--- src/rtl/key_pkg.sv ---
// Shared types and default timing for the key conditioner: repeat FSM states
// and the nominal clock/tick/debounce/repeat constants.
package key_pkg;

    typedef enum logic [1:0] {
        IDLE,
        DELAY,
        REPEAT
    } rpt_state_t;

    localparam int DEF_CLK_HZ             = 50_000_000;
    localparam int DEF_TICK_HZ            = 1000;
    localparam int DEF_DEBOUNCE_TICKS     = 20;
    localparam int DEF_REPEAT_DELAY_TICKS = 400;
    localparam int DEF_REPEAT_RATE_TICKS  = 100;

    function automatic int max_int(input int a, input int b);
        return (a > b) ? a : b;
    endfunction

endpackage

--- src/rtl/tick_gen.sv ---
// Shared time base: one-cycle tick every CLK_HZ/TICK_HZ clocks (at least every clock).
module tick_gen
    import key_pkg::*;
#(
    parameter int CLK_HZ  = DEF_CLK_HZ,
    parameter int TICK_HZ = DEF_TICK_HZ
) (
    input  logic clk,
    input  logic rst_n,
    output logic tick
);

    localparam int DIV = (CLK_HZ / TICK_HZ < 1) ? 1 : CLK_HZ / TICK_HZ;
    localparam int CW  = (DIV > 1) ? $clog2(DIV) : 1;
    localparam logic [CW-1:0] LAST = CW'(DIV - 1);

    logic [CW-1:0] cnt;

    always_ff @(posedge clk or negedge rst_n) begin
        if (!rst_n) begin
            cnt  <= '0;
            tick <= 1'b0;
        end else if (cnt == LAST) begin
            cnt  <= '0;
            tick <= 1'b1;
        end else begin
            cnt  <= cnt + CW'(1);
            tick <= 1'b0;
        end
    end

endmodule

--- src/rtl/key_array_cond.sv ---
// Multi-key conditioner: synchronise, debounce, edge pulses and per-key
// auto-repeat producing a single action strobe per key.
module key_array_cond
    import key_pkg::*;
#(
    parameter int N_KEYS             = 3,
    parameter int CLK_HZ             = DEF_CLK_HZ,
    parameter int TICK_HZ            = DEF_TICK_HZ,
    parameter int DEBOUNCE_TICKS     = DEF_DEBOUNCE_TICKS,
    parameter int REPEAT_DELAY_TICKS = DEF_REPEAT_DELAY_TICKS,
    parameter int REPEAT_RATE_TICKS  = DEF_REPEAT_RATE_TICKS,
    parameter int ACTIVE_LOW         = 1
) (
    input  logic              clk,
    input  logic              rst_n,
    input  logic [N_KEYS-1:0] key_in,
    input  logic [N_KEYS-1:0] repeat_en,
    output logic [N_KEYS-1:0] key_level,
    output logic [N_KEYS-1:0] key_press,
    output logic [N_KEYS-1:0] key_release,
    output logic [N_KEYS-1:0] key_act
);

    localparam int DB_W   = $clog2(DEBOUNCE_TICKS + 1);
    localparam int RP_MAX = max_int(REPEAT_DELAY_TICKS, REPEAT_RATE_TICKS);
    localparam int RP_W   = $clog2(RP_MAX + 1);

    localparam logic [DB_W-1:0] DB_LIM   = DB_W'(DEBOUNCE_TICKS);
    localparam logic [RP_W-1:0] RP_DELAY = RP_W'(REPEAT_DELAY_TICKS);
    localparam logic [RP_W-1:0] RP_RATE  = RP_W'(REPEAT_RATE_TICKS);
    // Pin level of a released key; synchronisers reset to it so reset never looks like a press.
    localparam logic PIN_IDLE = (ACTIVE_LOW != 0);

    logic tick;

    tick_gen #(
        .CLK_HZ  (CLK_HZ),
        .TICK_HZ (TICK_HZ)
    ) u_tick_gen (
        .clk   (clk),
        .rst_n (rst_n),
        .tick  (tick)
    );

    genvar k;
    generate
        for (k = 0; k < N_KEYS; k++) begin : g_key
            logic            sync_p0, sync_p1;
            logic            key_s;
            logic [DB_W-1:0] db_cnt;
            logic            level_q, press_q, release_q, act_q;
            logic            accept, press_ev, release_ev;
            rpt_state_t      state;
            logic [RP_W-1:0] rp_cnt;
            logic            paused;

            // Stage p0/p1: two-flop synchroniser on the raw pin
            always_ff @(posedge clk or negedge rst_n) begin
                if (!rst_n) begin
                    sync_p0 <= PIN_IDLE;
                    sync_p1 <= PIN_IDLE;
                end else begin
                    sync_p0 <= key_in[k];
                    sync_p1 <= sync_p0;
                end
            end

            assign key_s      = sync_p1 ^ PIN_IDLE;
            assign accept     = (key_s != level_q) && (db_cnt == DB_LIM);
            assign press_ev   = accept && !level_q;
            assign release_ev = accept && level_q;

            // Debounce: count ticks of disagreement, toggle once the limit is held
            always_ff @(posedge clk or negedge rst_n) begin
                if (!rst_n) begin
                    db_cnt    <= '0;
                    level_q   <= 1'b0;
                    press_q   <= 1'b0;
                    release_q <= 1'b0;
                end else begin
                    press_q   <= press_ev;
                    release_q <= release_ev;
                    if (key_s == level_q) begin
                        db_cnt <= '0;
                    end else if (accept) begin
                        level_q <= ~level_q;
                        db_cnt  <= '0;
                    end else if (tick) begin
                        db_cnt <= db_cnt + DB_W'(1);
                    end
                end
            end

            // Repeat FSM; paused marks a counter parked at 0 by repeat_en=0
            always_ff @(posedge clk or negedge rst_n) begin
                if (!rst_n) begin
                    state  <= IDLE;
                    rp_cnt <= '0;
                    paused <= 1'b0;
                    act_q  <= 1'b0;
                end else begin
                    act_q <= press_ev;
                    case (state)
                        IDLE: begin
                            if (press_ev) begin
                                state  <= DELAY;
                                rp_cnt <= RP_DELAY;
                                paused <= 1'b0;
                            end
                        end
                        DELAY, REPEAT: begin
                            if (release_ev) begin
                                state  <= IDLE;
                                rp_cnt <= '0;
                                paused <= 1'b0;
                            end else if (!repeat_en[k]) begin
                                rp_cnt <= '0;
                                paused <= 1'b1;
                            end else if (paused) begin
                                state  <= REPEAT;
                                rp_cnt <= RP_RATE;
                                paused <= 1'b0;
                            end else if (rp_cnt == '0) begin
                                state  <= REPEAT;
                                rp_cnt <= RP_RATE;
                                act_q  <= 1'b1;
                            end else if (tick) begin
                                rp_cnt <= rp_cnt - RP_W'(1);
                            end
                        end
                        default: begin
                            state  <= IDLE;
                            rp_cnt <= '0;
                            paused <= 1'b0;
                        end
                    endcase
                end
            end

            assign key_level[k]   = level_q;
            assign key_press[k]   = press_q;
            assign key_release[k] = release_q;
            assign key_act[k]     = act_q;
        end
    endgenerate

endmodule

--- config.mk ---
export PLATFORM = sky130hd
export DESIGN_NAME = key_array_cond
export DESIGN_NICKNAME = d
export VERILOG_FILES = /design/src/rtl/key_pkg.sv /design/src/rtl/tick_gen.sv /design/src/rtl/key_array_cond.sv
export SDC_FILE = /design/constraint.sdc
export NUM_CORES = 1
export LEC_CHECK = 0
export ABC_AREA = 1
export CAP_MARGIN = 25
export CORE_MARGIN = 5
export CORE_UTILIZATION = 60
export CTS_CLUSTER_SIZE = 30
export DETAILED_ROUTE_END_ITERATION = 16
export DONT_BUFFER_PORTS = 1
export PLACE_DENSITY = 0.76
export SLEW_MARGIN = 15
export SYNTH_ARGS = -nofsm -noshare
export SYNTH_HDL_FRONTEND = slang
export SYNTH_SLANG_ARGS = --single-unit
--- constraint.sdc ---
create_clock -name clk -period 2.5 [get_ports clk]
set_input_delay 0.25 -clock clk [delete_from_list [all_inputs] [get_ports clk]]
set_output_delay 0.25 -clock clk [all_outputs]
set_load 0.01 [all_outputs]
# Word-level counts from Yosys, hierarchy flattened
# Index checks and enable logic that the tools add are counted.
# word_totals
ff_bits	86
word_cells	186
output_inout_bits	12
inputBits	8
# op_classes
reduce_logical	33
n_bitwise	9
n_eq_ne	28
muxes	77
addsub	7
# ops
operator	count
$mux 9	18
$pmux 9 s2	3
$mux 5	9
$mux 2	15
$logic_not 9->1	3
$sub 9x1->9 const B	3
$mux 1	25
$ne 6x5->1 const B	3
$add 16x1->16 const B	1
$eq 16x16->1 const B	1
$mux 16	1
$add 5x1->5 const B	3
$eq 5x5->1 const B	3
$ne 4x4->1 const B	3
$pmux 2 s2	3
$reduce_and 2->1	6
$logic_and 1x1->1	9
$ne 3x3->1 const B	3
$not 1->1	9
$reduce_and 3->1	3
$reduce_bool 3->1	3
$eq 2x1->1 const B	3
$eq 2x2->1 const B	3
$logic_not 2->1	3
6 further kinds	18

# Longest topological paths before layout
# Gate-level depths: netlist (run 1).
# depth
depth_word	9
mapped_depth	13
mapped_depth_nobuf	13

# By module
# A second synthesis (run 1) with hierarchy kept.
# hier_totals
cells_unflattened	661
area_unflattened_um2	4982.3
# by_module_without_submodules
module	area_each_um2	seq_area_each_um2	n_inst	cells_each
key_array_cond	4048.9	1734.2	1	540
tick_gen	933.4	425.4	1	121

# Worst setup path after synthesis (run 1)
# Ideal clock, no wire load.
# synth_path
kind	flip-flop to flip-flop
start	reg g_key[0].state[0]
end	reg g_key[0].rp_cnt[2]
required_ps	2424
setup_ps	76
stages_incl_launch_ff	11
synth_period_minus_slack_ps	1529
path_buffers	1
path_slack_ps	971
arrival_time_ps	1453
cell_sequence	dfrtp_1 inv_1 ha_1 and3_1 nand2_2 nor2_4 nand2_4 nand2_4 buf_6 nand2_1 o21ai_1
# synth_between
elab_chain_len	4
elab_cells_between_ends	8
classes_between	eq/ne: 4; mux: 1; reduce/logical: 3
# synth_rtl
element	line_no	source
start: declaration	key_array_cond.sv:53	rpt_state_t state;
start signal: assignment	key_array_cond.sv:97	state <= IDLE;
start signal: assignment	key_array_cond.sv:106	state <= DELAY;
start signal: assignment	key_array_cond.sv:113	state <= IDLE;
$eq 2x1->1 or $eq 2x2->1 (tied branches)	key_array_cond.sv:103	case (state)
$reduce_or 2->1	key_array_cond.sv:103	
$ne 6x5->1 (no line)	-	
$reduce_and 2->1 (no line)	-	
end signal: assignment	key_array_cond.sv:128	rp_cnt <= rp_cnt - RP_W'(1);
end: declaration	key_array_cond.sv:54	logic [RP_W-1:0] rp_cnt;
# Parallel ways exist; a longest one is shown, timed or not.
# A chain may end at the register's enable or synchronous reset.

# Final worst setup path (run 1)
# layout_path
start	reg g_key[0].state[1]
end	reg g_key[0].rp_cnt[4]
# Same word-level chain as after synthesis.

==> metrics.txt, run 1 <==
Antenna diodes 0; beginning of the worst hold path repeat_en[0]; post-synth cell types 36; Row Count 32; RR Startpoint g_key[0].state[1]; leading cell types by total area after synthesis dfrtp_1 41%, nand2_1 11%, inv_1 8.4%, nor2_1 5.0%, ha_1 4.4%; Detailed Route Iter0 Violations between 90 and 100; flops & latches, synth between 80 and 90; cell area after synthesis slightly below 5000 um2; Synth area leader dfrtp_1; pwr dens between 400 and 500 nW/um2; Sequential Power Share 0.557; Clock Power Share 0.423; die area around 10000 um2; Slew @ Worst Pin ~0.44 ns; clock-pin slew on the worst setup and hold paths roughly 0.08 ns; YS warnings 0; die width 100.2 um; post-synthesis sequential area ratio 0.4425; Pleak roughly 2.7 nW; fraction of registers with async set/reset 1.000; # clock sinks between 80 and 90; layout net count around 650; critical path launch point g_key[0].state[1]; Buffers on Ports 0; Synth Area per Inst 7.898 um2; CP Data Required Time 2.75 ns; P_int roughly 0.002 W; cts hold-fix bufs 5; total track usage 0.1889; Syn Nets 643; gr ovfl total 0; worst rel slew slack 0.7063; arrival time worst endpoint ~2.0 ns; dpl hpwl 6221 um; fin. max-slew vios 0; Placed Cells ~710; CTS Buf Count 9; Clock Skew 0.008623 ns; layout cells sized above 1 0.1152; Pre-antenna DRT Iters 4; Period minus WS final about 1.8 ns; IO Pins 20; area growth from synthesis to layout 6.229%; max-cap viol count 0; Initial Util 0.6252; root buffer cell clkbuf_8; Comb power frac 0.020; post-cts sizing count 0; DR vias/cell approximately 5.1; CP endpoint kind register; switching power between 0.0005 and 0.0006 W; CP startpoint kind register; register-to-register setup slack approximately 0.74 ns; hold crit path type input port to register; largest net degree at the start of global routing 87; Longest Clk Path Bufs 2; cell count after synthesis 618; CTS tree built; top cell type's share of synthesized area 0.4102; unrepaired setup endpoints after global routing false; Post-CTS Setup Bufs 0; peak supply drop 0.2937 mV; later-pin clock latency in the skew report around 0.36 ns; DRC violations left 0; post-route clock period utilization 0.7051; DIE HEIGHT about 100 um; Fin. Hold Viols 0; Setup TNS Final 0 ns; first-pass GRT wire length approximately 16000 um; Setup violations, final 0; htree depth 3; initial antenna violation count 0; DR vias roughly 3700; Setup Crit Path Kind register to register; switching share of power 0.2053; DRT antenna net count 0; GP Congestion roughly 0.91; core area 7807 um2; Main synth FF type dfrtp_1; number of flops mapped to enable cells by yosys 0; total routed wirelength between 8000 and 9000 um; Finished Layout Cells just over 700; slowest CP cell dfrtp_1; vias in the first global route around 3700; maximum clock rate ~570 MHz; crit path cell chain inv_1, ha_1, and3_1, nand2_2, nor2_4, nand2_4, nand2_4, nor2_2, nand2_1, nand2_1; crit-path max FO 14; CP max stage delay ~0.37 ns; status finished clean; DR WL/cell approximately 12 um
## critical path: cells and delay by family, from the launching register on
family                     cells  cell delay [ns]
and+or+nand+nor                8             0.92
DFF                            1             0.37
adders and majority gates      1             0.29
buffers and inverters          1             0.07
## synth_stat cells, types with 6 or more instances
library cell,instances
nand2_1,139
inv_1,109
dfrtp_1,80
nor2_1,65
nand3_1,39
o21ai_0,24
xor2_1,18
ha_1,17
buf_4,12
nand2_2,10
a21oi_1,9
inv_2,8
nand4_1,8
nor3_1,8
nor2_2,7
dfstp_2,6
o21ai_1,6
## path summary, 6_finish.rpt
path                                 endpoint  depth (start not counted)
max                        g_key[0].rp_cnt[4]                         10
min                           g_key[0].paused                          2
min reg2reg                  g_key[1].sync_p1                          0
max in group asynchronous    g_key[0].sync_p0                          2
max reg2reg                g_key[0].rp_cnt[4]                         10
min in group asynchronous     g_key[0].paused                          2
## metrics by stage
stage	total power, W	setup WS (ns)	utilization	cell area [um2]	hold WS (ns)
floorplan	0.001440	0.9706	-	4881	-0.04559
global placement	0.001442	0.8388	0.6279	4902	-0.04355
detailed placement	0.001443	0.7744	0.6279	4902	-0.04344
CTS	0.002551	0.7490	0.6641	5185	0.05717
global route	0.002615	0.6122	0.6641	5185	0.06403
finish	0.002516	0.7372	0.6641	5185	0.07743
## layout make-up
cell class              instances  area [um2]
clock buffers                  12       145.1
clock inverters                 4       70.07
fillers                       656        2623
inverters                     117       439.2
multi-input cells             401        2176
flip-flops and latches         86        2160
well taps                     102       127.6
repair buffers                  5       67.56
## cells in the final DEF, fill, tap and decap left out, types with 3 or more instances in the layout
cell / count
or2_2: 3
ha_1: 17
dfstp_2: 6
clkbuf_8: 10
o21ai_2: 4
a21oi_1: 9
o21ai_0: 24
xnor2_1: 3
nand2_1: 139
nand3_2: 5
nand2_2: 10
nor4_1: 5
nor2_4: 4
nand4_1: 8
xor2_1: 18
nand3_1: 39
o21ai_1: 6
a31oi_1: 3
nor3b_1: 3
dlygate4sd3_1: 4
inv_2: 8
and3_1: 3
nor2_1: 65
nand3b_1: 5
dfrtp_1: 80
nor2_2: 7
inv_1: 109
nand2_4: 4
nor3_1: 8
## metal layers
| metal | wire (um) | vias to the layer above | track usage |
|---|---|---|---|
| met3 | 294 | 10 | 0.02988 |
| met2 | 4065 | 52 | 0.3150 |
| li1 | - | 1903 | - |
| met5 | 0 | - | 0 |
| met1 | 4037 | 1718 | 0.2392 |
| met4 | 128 | 0 | 0.09223 |
## flip-flops by register name, summed over array words and instances (netlist names)
name             cells
g_key.db_cnt        15
g_key.state          6
g_key.release_q      3
u_tick_gen.cnt      16
u_tick_gen.tick      1
g_key.press_q        3
g_key.paused         3
g_key.sync_p1        3
g_key.sync_p0        3
g_key.level_q        3
g_key.act_q          3
g_key.rp_cnt        27
## cells by family after synthesis
family                   count (synthesis)  synth area share
AND/OR/NAND/NOR                        312            0.3053
buffers and inverters                  131            0.1118
flip-flops                              86            0.4425
AO/OA/AOI/OAI                           51           0.05922
XOR/XNOR                                21           0.03768
adder cells (fa/ha/maj)                 17           0.04358
## power groups by stage
| stage | sequential [W] | clock, W | combinational [W] |
|---|---|---|---|
| 2_1_floorplan | 0.00143 | 0 | 0.0000119 |
| 3_3_place_gp | 0.00143 | 0 | 0.0000137 |
| 3_5_place_dp | 0.00143 | 0 | 0.0000142 |
| 4_1_cts | 0.00140 | 0.00110 | 0.0000522 |
| 5_1_grt | 0.00140 | 0.00115 | 0.0000593 |
| 6_report | 0.00140 | 0.00107 | 0.0000497 |
Power figures use the tool's default switching activity.
==> inputs of run 2 (changes only) <==
clock period = 1.7 ns   (was 2.5 ns; I/O delays follow)
==> metrics.txt, run 2 (synthesis results as in run 1) <==
status finished, violations left; failing checks hold timing; Longest Clk Path Bufs 2; largest net degree at the start of global routing 87; dpl hpwl between 6000 and 7000 um; Fin. Hold Viols 86; most frequent cells in the layout 134 x nand2_1, 102 x inv_1, 80 x dfrtp_1, 61 x nor2_1, 35 x nand3_1; hold_ws -0.4948 ns; pwr dens between 600 and 700 nW/um2; CP startpoint kind register; placed cell area about 5000 um2; P_int about 0.0027 W; initial antenna violation count 0; Finished Layout Cells 750; Pre-antenna DRT Iters 5; total track usage 0.1821; Setup Crit Path Kind register to register; top flop regs g_key.rp_cnt: 27 flops, u_tick_gen.cnt: 16 flops, g_key.db_cnt: 15 flops; most common cell after layout, fill and taps aside nand2_1; first-pass GRT wire length roughly 15000 um; Row Count 32; total routed wirelength approximately 9100 um; CP bufs+invs 4; Most Frequent Cell on Critical Path inv_2; unrepaired setup endpoints after global routing true; # clock sinks 86; root buffer cell clkbuf_8; CP top delay family simple AND/OR/NAND/NOR gates; later-pin clock latency in the skew report about 0.35 ns; most flop-heavy register g_key.rp_cnt; Detailed Route Iter0 Violations about 150; gr ovfl total 0; core area 7807 um2; crit-path max FO 4; Antenna diodes 0; htree depth 3; Period minus WS final between 1.5 and 2 ns; max reg flops 27; final instance area 5444 um2; DR vias/cell a little over 5; max-cap viol count 0; arrival time worst endpoint between 1.5 and 2 ns; Place WS roughly 0.04 ns; DRC violations left 0; die width roughly 100 um; die area 10040 um2; CP Data Required Time 1.94 ns; fin. max-slew vios 0; CTS tree built; worst rel slew slack 0.6662; slowest CP cell dfrtp_1; switching share of power 0.2051; Initial Util 0.6252; DR vias between 3000 and 4000; DIE HEIGHT about 100 um; vias in the first global route ~3700; clock-pin slew on the worst setup and hold paths about 0.080 ns; Clock Skew ~0.0094 ns; CTS Buf Count 9; Pleak 2.805 nW; GP Congestion 0.9351; Clock Power Share 0.390; IO Pins 20; post-route clock period utilization 0.9506; final setup margin 0.08400 ns; Slew @ Worst Pin 0.4961 ns; Comb power frac 0.009; switching power 0.0007031 W; layout net count around 670; area growth from synthesis to layout 11.54%; DRT antenna net count 0; layout cells sized above 1 0.1867; Buffers on Ports 0; CP endpoint kind register; peak supply drop a little under 0.5 mV; Setup violations, final 0; crit path cell chain inv_2, ha_1, nand2_1, inv_2, nand2_2, inv_2, nand2_4, nand2_4, inv_2, a21oi_4, nand2_2, nand2_1, o21ai_1; Sequential Power Share 0.601; DR WL/cell 12.08 um; hold crit path type input port to async pin; CP max stage delay about 0.41 ns; cts hold-fix bufs 4; Placed Cells ~710; maximum clock rate 618.8 MHz
[run 2: final cells by class]
cell class | instances | area [um2]
repair buffers | 28 | 220.2
multi-input cells | 401 | 2312
fillers | 595 | 2364
inverters | 117 | 444.2
flip-flops and latches | 86 | 2160
well taps | 102 | 127.6
clock buffers | 16 | 180.2
[run 2: power by group through the flow]
stage               registers [W]  clock network (W)  logic [W]
finish                    0.00206            0.00134  0.0000304
global route              0.00206            0.00144  0.0000343
CTS                       0.00206            0.00137  0.0000285
detailed placement        0.00210                  0  0.0000208
global placement          0.00210                  0  0.0000203
floorplan                 0.00210                  0  0.0000176
[run 2: worst paths after layout]
path / startpoint / endpoint / slack [ns] / depth (start not counted)
max: g_key[1].db_cnt[1] / g_key[1].state[0] / 0.08 / 13
min: rst_n / g_key[0].rp_cnt[5] / -0.49 / 0
max reg2reg: g_key[1].db_cnt[1] / g_key[1].state[0] / 0.08 / 13
min reg2reg: g_key[1].sync_p0 / g_key[1].sync_p1 / 0.35 / 0
max in group asynchronous: rst_n / g_key[1].sync_p0 / 1.99 / 0
min in group clk: repeat_en[2] / g_key[2].paused / 0.04 / 3
[run 2: stage by stage]
step | TNS, ns | total power (W) | util
2_1_floorplan | 0 | 0.002117 | -
3_3_place_gp | 0 | 0.002121 | 0.6356
3_5_place_dp | 0 | 0.002121 | 0.6356
4_1_cts | 0 | 0.003458 | 0.6638
5_1_grt | -0.1068 | 0.003536 | 0.6973
6_report | 0 | 0.003428 | 0.6973
[run 2: per-layer routing]
| metal | GRT usage | up-vias | wire length [um] |
|---|---|---|---|
| li1 | - | 1949 | - |
| met1 | 0.2254 | 1813 | 4116 |
| met2 | 0.3104 | 67 | 4444 |
| met3 | 0.04031 | 13 | 358 |
| met4 | 0.07047 | 0 | 142 |
| met5 | 0 | - | 0 |
[run 2: repair_timing]
action | in CTS | in global routing
endpoints found under the hold margin | 90 | 86
gates resized for setup | 0 | 44
endpoints found under the setup margin | 0 | 34
setup buffers | 0 | 16
==> inputs of run 3 (changes only) <==
ABC_AREA = default   (was 1)
==> metrics.txt, run 3 <==
Fin. Hold Viols 86; Pre-antenna DRT Iters 4; cts hold-fix bufs 5; initial antenna violation count 0; largest net degree at the start of global routing 87; CP top delay family simple AND/OR/NAND/NOR gates; CTS Buf Count 9; post-route clock period utilization 1.220; Most Frequent Cell on Critical Path or4_1; status finished, violations left; post-synthesis xor/xnor area fraction 0.05379; top flop regs g_key.rp_cnt: 27 flops, u_tick_gen.cnt: 16 flops, g_key.db_cnt: 15 flops; final setup margin -0.3747 ns; CP endpoint kind register; area growth from synthesis to layout 42.23%; CP startpoint kind register; Slew @ Worst Pin between 0.4 and 0.5 ns; largest family of logic cells by synthesized area simple AND/OR/NAND/NOR gates; Detailed Route Iter0 Violations 309; Clock Skew roughly 0.019 ns; cell count after synthesis 465; hold crit path type input port to async pin; gr ovfl total 0; met2 Use GR 0.4331; Syn Nets 490; utilization after layout 0.8846; DR WL/cell just under 20 um; RR Startpoint g_key[2].rp_cnt[8]; Placed Cells ~650; total routed wirelength 13930 um; max-cap viol count 0; DR vias/cell 6.177; CP max stage delay between 0.6 and 0.7 ns; Setup Crit Path Kind register to register; Main synth FF type dfrtp_1; Row Count 31; leading cell types by total area after synthesis dfrtp_1 44%, nor2_1 4.7%, ha_1 4.7%, dfstp_2 3.5%, o21ai_0 3.2%; failing checks hold timing, setup timing; Synth Area in Compound Gates 0.1594; fin. max-slew vios 0; slowest CP cell or4_1; core area between 7000 and 8000 um2; cell area after synthesis 4559 um2; layout net count 631; CP bufs+invs 1; dpl hpwl between 7000 and 8000 um; Synth Area per Inst 9.805 um2; grt met1 use 0.3067; Initial Util 0.6219; DRT antenna net count 0; post-synth cell types 63; fraction of registers with async set/reset 1.000; count leader, synth dfrtp_1; flops & latches, synth 86; IO Pins 20; Finished Layout Cells slightly above 700; placed cell area 5465 um2; CTS tree built; DIE HEIGHT 97.17 um; pwr dens just over 900 nW/um2; # clock sinks 86; met3 Use GR 0.06174; final instance area approximately 6500 um2; YS warnings 0; first-pass GRT wire length 19780 um; die width approximately 97 um; top cell type's share of synthesized area 0.4391; total chip power approximately 0.0060 W; root buffer cell clkbuf_8; Setup violations, final 35; Buffers on Ports 0; most flop-heavy register g_key.rp_cnt; post-synthesis sequential area ratio 0.4737; r2r worst-path depth 6; most common cell after layout, fill and taps aside buf_4; crit-path max FO 5; most frequent cells in the layout 133 x buf_4, 80 x dfrtp_1, 53 x nor2_1, 29 x nand2_1, 21 x inv_1; layout cells sized above 1 0.4354; Longest Clk Path Bufs 2; DR vias between 4000 and 5000; hold_ws -0.5188 ns; Commonest cells post-synth 80 x dfrtp_1, 57 x nor2_1, 32 x nand2_1, 31 x inv_1, 29 x o21ai_0; DRC violations left 0; CP Data Required Time ~2.0 ns; number of flops mapped to enable cells by yosys 0; GRT busiest layer met2; Period minus WS final 2.075 ns; crit path cell chain or4_1, nor2_4, buf_12, nor2_1, or4_1, o21ai_1; Pleak a little under 3 nW; Setup TNS Final -8.250 ns; GP Congestion ~0.9; later-pin clock latency in the skew report 0.37 ns; unrepaired setup endpoints after global routing true; peak supply drop around 0.58 mV; die area roughly 9400 um2; Post-Synth Adder-Cell Area 0.04665; arrival time worst endpoint approximately 2.4 ns; post-synthesis mux area share 0.01180; total track usage 0.2544; simple-gate portion of the synthesized area 0.1968; htree depth 3; clock-pin slew on the worst setup and hold paths ~0.1 ns; maximum clock rate a little under 500 MHz; vias in the first global route between 4000 and 5000; FF-to-FF End g_key[2].state[1]; register-to-register setup slack -0.37 ns; worst rel slew slack 0.6844; Synth area leader dfrtp_1; Antenna diodes 0; max reg flops 27
-- run 3: cell count changes after synthesis, sizes merged, moves of 7 or more --
| cell | previous run | this run |
|---|---|---|
| clkbuf | 0 | 8 |
| or3 | 0 | 8 |
| inv | 117 | 31 |
| nand2 | 153 | 32 |
| nor2 | 76 | 58 |
| nand3 | 44 | 10 |
| or4 | 0 | 7 |
| o31ai | 1 | 12 |
| xnor2 | 3 | 13 |
-- run 3: metrics by stage --
stage | setup slack, ns | hold WS, ns
floorplan | -0.3755 | -0.1256
global placement | -0.2941 | -0.1235
detailed placement | -0.3568 | -0.1235
CTS | -0.2906 | -0.5220
global route | -0.4223 | -0.5463
finish | -0.3747 | -0.5188
-- run 3: where the power goes --
| part | internal [W] | switching, W |
|---|---|---|
| Combinational | 0.00110 | 0.00108 |
| Clock | 0.000717 | 0.000767 |
| Sequential | 0.00220 | 0.000127 |
-- run 3: final cells by class --
| class | instances | area, um2 |
|---|---|---|
| Multi-Input combinational cell | 324 | 2646 |
| Sequential cell | 86 | 2160 |
| Timing Repair Buffer | 154 | 1246 |
| Fill cell | 295 | 845.8 |
| Clock buffer | 12 | 145.1 |
| Tap cell | 99 | 123.9 |
| Inverter | 31 | 116.4 |
| Clock inverter | 4 | 47.55 |
-- run 3: worst max path at each step --
stage / to / cells after the start / start / slack, ns
after floorplan: g_key[1].rp_cnt[1] / 8 / g_key[1].rp_cnt[0] / -0.38
final: g_key[2].state[1] / 6 / g_key[2].rp_cnt[8] / -0.37
after detailed placement: g_key[2].state[0] / 7 / g_key[2].rp_cnt[0] / -0.36
after global placement: g_key[2].rp_cnt[8] / 8 / g_key[2].rp_cnt[0] / -0.29
after CTS: g_key[2].state[1] / 8 / g_key[2].rp_cnt[0] / -0.29
after global routing: g_key[2].state[1] / 8 / g_key[2].rp_cnt[0] / -0.42
-- run 3: logic make-up (layout without fill, tap and decap cells) --
| family | Yosys count | count (layout) |
|---|---|---|
| fa+ha+maj | 17 | 17 |
| buf+inv | 55 | 201 |
| flops | 86 | 86 |
| compound gates | 103 | 103 |
| xor+xnor | 28 | 28 |
| simple gates | 171 | 171 |
| mux | 5 | 5 |
-- run 3: per-layer routing --
| layer | vias up | part of all wire | wire [um] |
|---|---|---|---|
| met5 | - | 0 | 0 |
| met4 | 0 | 0.042 | 585 |
| met3 | 58 | 0.063 | 879 |
| met2 | 219 | 0.51 | 7035 |
| met1 | 2163 | 0.39 | 5424 |
| li1 | 1946 | - | - |
-- run 3: worst reg2reg max path, cell delays in order (launching register included) --
cell     delay [ns]
dfrtp_1        0.39
or4_1          0.66
nor2_4         0.20
buf_12         0.13
nor2_1         0.05
or4_1          0.42
o21ai_1        0.13
-- run 3: timing repair --
action / 4_1_cts / 5_1_grt
gates resized for setup: 65 / 59
setup buffers: 21 / 21
endpoints found under the setup margin: 37 / 39
pin swaps: 34 / 23
hold endpoints to repair: 91 / 86
